<file path="src/rtl/fifo_ctrl.sv">
// rtl/fifo_ctrl.sv - circular-buffer FIFO controller in front of a 2**ADDR_W x DATA_W register file
// Optional feature macro: FIFO_EDGE_DETECT_EN (push/pop become rising-edge requests).
module fifo_ctrl #(
    parameter int ADDR_W = 6,
    parameter int DATA_W = 32
) (
    input  logic              clk,
    input  logic              rst,
    input  logic              push,
    input  logic [DATA_W-1:0] din,
    input  logic              pop,
    output logic [DATA_W-1:0] dout,
    output logic              dout_valid,
    output logic              full,
    output logic              empty,
    output logic [ADDR_W:0]   count,
    output logic              err_ovf,
    output logic              err_udf,
    output logic [ADDR_W-1:0] rf_waddr,
    output logic [DATA_W-1:0] rf_wdin,
    output logic              rf_wena,
    output logic [ADDR_W-1:0] rf_raddr,
    input  logic [DATA_W-1:0] rf_rdout
);

    localparam logic [ADDR_W:0] DEPTH = {1'b1, {ADDR_W{1'b0}}};

    logic [ADDR_W-1:0] wr_ptr_q, wr_ptr_d;
    logic [ADDR_W-1:0] rd_ptr_q, rd_ptr_d;
    logic [ADDR_W:0]   count_q, count_d;
    logic [DATA_W-1:0] dout_q, dout_d;
    logic              dout_valid_q, err_ovf_q, err_udf_q;
    logic              push_req, pop_req, push_acc, pop_acc;

`ifdef FIFO_EDGE_DETECT_EN
    logic push_prev_q, pop_prev_q;

    always_ff @(posedge clk or posedge rst) begin
        if (rst) begin
            push_prev_q <= 1'b0;
            pop_prev_q  <= 1'b0;
        end else begin
            push_prev_q <= push;
            pop_prev_q  <= pop;
        end
    end

    assign push_req = push & ~push_prev_q;
    assign pop_req  = pop & ~pop_prev_q;
`else
    assign push_req = push;
    assign pop_req  = pop;
`endif

    // Flags derive from occupancy; pointers alone cannot tell full from empty.
    assign full     = (count_q == DEPTH);
    assign empty    = (count_q == '0);
    assign pop_acc  = pop_req & ~empty;
    assign push_acc = push_req & (~full | pop_acc);

    always_comb begin
        wr_ptr_d = wr_ptr_q + ADDR_W'(push_acc);
        rd_ptr_d = rd_ptr_q + ADDR_W'(pop_acc);
        dout_d   = pop_acc ? rf_rdout : dout_q;
        count_d  = count_q;
        case ({push_acc, pop_acc})
            2'b10:   count_d = count_q + (ADDR_W+1)'(1);
            2'b01:   count_d = count_q - (ADDR_W+1)'(1);
            default: count_d = count_q;
        endcase
    end

    always_ff @(posedge clk or posedge rst) begin
        if (rst) begin
            wr_ptr_q     <= '0;
            rd_ptr_q     <= '0;
            count_q      <= '0;
            dout_q       <= '0;
            dout_valid_q <= 1'b0;
            err_ovf_q    <= 1'b0;
            err_udf_q    <= 1'b0;
        end else begin
            wr_ptr_q     <= wr_ptr_d;
            rd_ptr_q     <= rd_ptr_d;
            count_q      <= count_d;
            dout_q       <= dout_d;
            dout_valid_q <= pop_acc;
            err_ovf_q    <= push_req & ~push_acc;
            err_udf_q    <= pop_req & ~pop_acc;
        end
    end

    assign dout       = dout_q;
    assign dout_valid = dout_valid_q;
    assign count      = count_q;
    assign err_ovf    = err_ovf_q;
    assign err_udf    = err_udf_q;

    // When full, rf_raddr == rf_waddr: the RAM read is combinational, so the old word is captured.
    assign rf_waddr = wr_ptr_q;
    assign rf_wdin  = din;
    assign rf_wena  = push_acc;
    assign rf_raddr = rd_ptr_q;

endmodule

</file>
<file path="config.mk">
export PLATFORM = sky130hd
export DESIGN_NAME = fifo_ctrl
export DESIGN_NICKNAME = d
export VERILOG_FILES = /design/src/rtl/fifo_ctrl.sv
export SDC_FILE = /design/constraint.sdc
export NUM_CORES = 1
export LEC_CHECK = 0
export ABC_AREA = 1
export CORE_MARGIN = 3
export CORE_UTILIZATION = 38
export CTS_CLUSTER_SIZE = 10
export DETAILED_ROUTE_END_ITERATION = 6
export PLACE_DENSITY = 0.92
export SYNTH_ARGS = -nofsm -noshare
export SYNTH_HDL_FRONTEND = slang
export SYNTH_SLANG_ARGS = --single-unit
export TNS_END_PERCENT = 20
</file>
<file path="constraint.sdc">
create_clock -name clk -period 3 [get_ports clk]
set_clock_uncertainty 0.15 [all_clocks]
set_input_delay 0.6 -clock clk [delete_from_list [all_inputs] [get_ports clk]]
set_output_delay 0.6 -clock clk [all_outputs]
set_load 0.005 [all_outputs]
</file>
### Word level (Yosys, flattened, before mapping)

Cells that the tools add are included.

* output and inout bits: 89
* logic and storage cells: 26
* bits in registers: 54
* input bits: 68

* equal/unequal tests: 3
* muxes and demuxes: 1
* add/subtract/negate cells: 4
* reduce and logical (&&, ||, !) cells: 2
* bitwise gates (word level): 9

Operator list (count)
* $pmux 7 s2: 1
* $add 6x1->6: 2
* $add 7x1->7 const B: 1
* $eq 7x7->1 const B: 1
* $logic_not 7->1: 1
* $sub 7x1->7 const B: 1
* $and 1x1->1: 4
* $not 1->1: 4
* $eq 2x1->1 const B: 1
* $eq 2x2->1 const B: 1
* $reduce_bool 2->1: 1
* $or 1x1->1: 1

### Longest topological paths before layout

* depth in word-level cells: 7
* gate-level depth with buffers: 17
* gate-level depth less buffers: 17

### Worst setup path before layout

OpenSTA, ideal clock, no wires.

* path kind: register to register
* from: register count_q[4], in the netlist count[4]
* to: register count_q[6], in the netlist count[6]
* buffers on the path: 0
* data required time: 2.737 ns
* slack: 0.677 ns
* setup time: 0.113 ns
* arrival time: 2.060 ns
* clock period less this slack: 2.323 ns
* stages on the path, launching flop included: 18
* path through: dfrtp_1 nor2_1 nand2_1 nor2_4 nor2_8 nand2_2 inv_1 ha_1 nand2_1 nand2_1 nand2_1 and2_0 nand2_1 nand3_1 nand2_1 nand2_1 nand2_1 inv_1

* longest elaborated chain between the ends: 7
* elaborated cells on any way between the ends: 13
* those cells by class: add/sub: 2; eq/ne: 3; mux: 1; bitwise: 5; reduce/logical: 2

Ends and longest elaborated chain
* start: declaration: RTL line 30 `logic [ADDR_W:0] count_q, count_d;`
* start signal: assignment: RTL line 85 `count_q <= count_d;`
* $logic_not 7->1 *: RTL line 57 `assign empty = (count_q == '0);`
* net empty: RTL line 15 `output logic empty,`
* $not 1->1 *: RTL line 58 `assign pop_acc = pop_req & ~empty;`
* $and 1x1->1 *: RTL line 58
* $or 1x1->1: RTL line 59 `assign push_acc = push_req & (~full | pop_acc);`
* $and 1x1->1: RTL line 59
* $eq 2x1->1 / $eq 2x2->1 (equally long branches): RTL line 66 `case ({push_acc, pop_acc})`
* $pmux 7 s2 / $reduce_bool 2->1 (equally long branches)

The timed path passes the listed nets; every way through them passes the cells marked *.
A chain may end at the register's enable or synchronous reset.

### Worst setup path in the final report

* from: input port pop
* to: output port rf_wena

* longest elaborated chain between the ends: 3

Ends and longest elaborated chain
* start: declaration: RTL line 11 `input logic pop,`
* $and 1x1->1: RTL line 58
* $or 1x1->1: RTL line 59
* $and 1x1->1: RTL line 59
* end: declaration: RTL line 21 `output logic rf_wena,`

Every way passes these cells.

==> run_results.csv <==
group,metric,value,unit
outcome,status,"complete, no violations",
clock_tree,cts.sinks,54,
clock_tree,root_buffer,"clkbuf_8",
setup_path,cp_max_fo,3,
setup_path,cp-start-kind,"primary input",
route,routed_via_density,4.70,
clock_tree,cts_buffer_depth,2,
placed_design,portBuffers,92,
timing,worstMarginPinSlew,515,ps
setup_path,critPathLaunch,"pop",
timing,setup_violations,0,
finish,final_nets,427,
global_route,grt_antenna_before_repair,0,
clock_tree,clk_latency,290,ps
synth,syn_inst,284,
route,drtAntennaViolNets,0,
power,p_per_area,737,mW/mm²
run,maxCapViolCount,0,
setup_path,path_class,"in2out",
route,drc,0,
worst_hold_path,hold_class,"reg2reg",
timing,fin_crit,2660,ps
synth,synthFlopType,"dfrtp_1",
timing,grt_setup_unrepaired,"no",
clock_tree,postCtsSetupBuffers,0,
timing,finalCritPeriodShare,88.8,%
floorplan,coreArea,0.00649,mm²
placed_design,dpl.hpwl,4370,µm
clock_tree,htreeDepth,2,
finish,num_antenna_cells,0,
floorplan,start_util,40.1,%
synth,synth_top_area_cell,"dfrtp_1",
synth,postSynthAreaPerCell,9.17,µm²
setup_path,cp_cell_sequence,"clkdlybuf4s50_1 -> inv_1 -> a21oi_2 -> clkdlybuf4s50_1",
synth,synthTopCellsByArea,"dfrtp_1 (52%), nand2_1 (17%), buf_4 (9.2%)",
synth,synth-warning-count,0,
clock_tree,clk_pin_slew,90,ps
power,irDropWorstVdd,0.000444,V
synth,synthesis.area,0.00260,mm²
global_route,gr-total-overflow,0,
setup_path,critPathBufInv,3,
timing,setup_slack,336,ps
clock_tree,cts.repair.resized,0,
synth,yosysSeqAreaShare,51.9,%
timing,drv_slew,0,
route,dr.pass1.iters,4,
placed_design,pre_cts_ws,123,ps
finish,areaGrowthSynthToFinish,33.8,%
setup_path,worst_path_largest_cell_delay,520,ps
route,wl_per_cell,13.2,µm
global_route,grt_pass1_wl,8890,µm
floorplan,dieWidth,88.8,µm
setup_path,worstPathRequired,2250,ps
timing,fin_setup_tns,0,ps
setup_path,crit_path_top_delay_cell,"clkdlybuf4s50_1",
setup_path,rr_startpoint,"count[4]",
synth,synth_top_area_share,51.9,%
synth,syn_nets,362,
floorplan,dieArea,0.00788,mm²
timing,finalHoldViolCount,0,
floorplan,boundaryPins,157,
timing,relSlewSlack,65.6,%
floorplan,die_h,88.8,µm
route,drt_wl_total,5630,µm
finish,drive_gt1_share,6.86,%
timing,max_freq,375,MHz
synth,synth-seq-cells,54,
global_route,grt_pass1_vias,1940,
global_route,grtUsageTotal,14.4,%
power,p_leak,0.00172,µW
clock_tree,cts_tree,"done",
route,vias,2009,
floorplan,row_count,29,
worst_hold_path,hp-start,"dout[13]",
clock_tree,cts_made_buffers,5,
setup_path,crit_path_frequent_cell,"clkdlybuf4s50_1",
finish,fill_cells,577,
setup_path,crit_arrival,1910,ps
synth,synthArstFlopShare,100,%
clock_tree,ctsHoldBuffers,0,
route,initialDrtViolationCount,44,
global_route,grt_max_degree,37,
setup_path,cp_top_family,"buffers and inverters",
setup_path,end_kind,"primary output",
placed_design,gp_congestion,0.825,
synth,synth_edf_count,0,
synth,yosysUniqueCellTypes,26,
path summary, 6_finish.rpt:
| check | to | slack [ps] | cells past startpoint |
|---|---|---|---|
| worst max-delay path | rf_wena | 340 | 4 |
| worst min-delay path | dout[13] | 320 | 2 |
| worst max register to register | count[6] | 490 | 17 |
| worst min register to register | dout[13] | 320 | 2 |
| max in group asynchronous | dout[1] | 1660 | 3 |
| min in group asynchronous | rf_waddr[4] | 510 | 2 |
worst reg2reg max path, cell delays in order (launching register included):
cell and delay, ps:
dfrtp_1 440, nor2_1 150, nand2_1 120, nor2_4 190, nor2_8 40, nand2_2 110
inv_1 110, ha_1 380, nand2_1 70, nand2_1 80, nand2_1 50, and2_0 150
nand2_1 60, nand3_1 90, nand2_1 70, nand2_1 50, nand2_1 60, inv_1 30
cell usage after synthesis, types with 2 or more instances:
| cell type | instances |
|---|---|
| buf_4 | 32 |
| buf_2 | 6 |
| dfrtp_1 | 54 |
| nand2_2 | 3 |
| a21oi_1 | 2 |
| nand4_1 | 3 |
| nor2_1 | 4 |
| nand3_1 | 7 |
| inv_1 | 16 |
| nor3_1 | 3 |
| nand2_1 | 117 |
| a31oi_1 | 2 |
| o21ai_2 | 3 |
| xor2_1 | 12 |
| ha_1 | 9 |
state kept, by name, summed over array words and instances (netlist names):
name	cells
count	7
dout	32
rf_waddr	6
rf_raddr	6
dout_valid	1
err_udf	1
err_ovf	1
cells in the final DEF (no fill, tap or decap), drive strengths merged:
cell           synthesis  routed
fa                     1       1
nor3                   3       3
ha                     9       9
buf                   38       4
clkinv                 0       1
clkbuf                 0       7
and2                   1       1
xor2                  12      12
nand3                  7       7
clkdlybuf4s50          0      92
a31oi                  2       2
nor4                   1       1
xnor2                  1       1
nor2                   6       6
dfrtp                 54      54
nand4                  3       3
nand2                121     121
o21ai                  3       3
inv                   18      18
a21o                   1       1
a21oi                  3       3
cell families after synthesis:
| kind of cell | Yosys count | share of synthesized area (%) |
|---|---|---|
| AND/OR/NAND/NOR | 142 | 22.9 |
| AO/OA/AOI/OAI | 9 | 2.50 |
| flip-flops | 54 | 51.9 |
| buffers and inverters | 56 | 13.3 |
| XOR/XNOR | 13 | 4.37 |
| adder cells (fa/ha/maj) | 10 | 5.09 |
layer usage:
layer  GRT usage (%)  vias to the layer above  routed length [µm]
li1                -                      973                   -
met1            16.6                      947                2280
met2            25.5                       77                2870
met3            4.10                       12                 394
met4            4.81                        0                  80
met5               0                        -                   0
layout make-up:
class / instances / area, µm² / share of cell area (%)
sequential: 54 / 1350 / 38.8
timing repair buffer: 96 / 963 / 27.6
multi-input combinational: 174 / 908 / 26.1
tap: 77 / 96.3 / 2.76
clock buffer: 7 / 86.3 / 2.48
inverter: 18 / 75.1 / 2.15
clock inverter: 1 / 5.00 / 0.144
stage by stage:
step           total power (µW)  hold slack [ps]  utilization, %  instances  instance area, µm²
2_1_floorplan              1630              315               -        284                2610
3_3_place_gp               2160              303            52.3        419                3390
3_5_place_dp               2200              307            52.3        419                3390
4_1_cts                    2610              330            53.7        427                3490
5_1_grt                    2780              342            53.7        427                3490
6_report                   2570              324            53.7        427                3490
power by group:
group | leakage [µW] | internal [µW] | switching (µW)
sequential | 0.000653 | 932 | 165
combinational | 0.00102 | 606 | 470
clock | 0.0000482 | 186 | 208
Power figures use the tool's default switching activity.
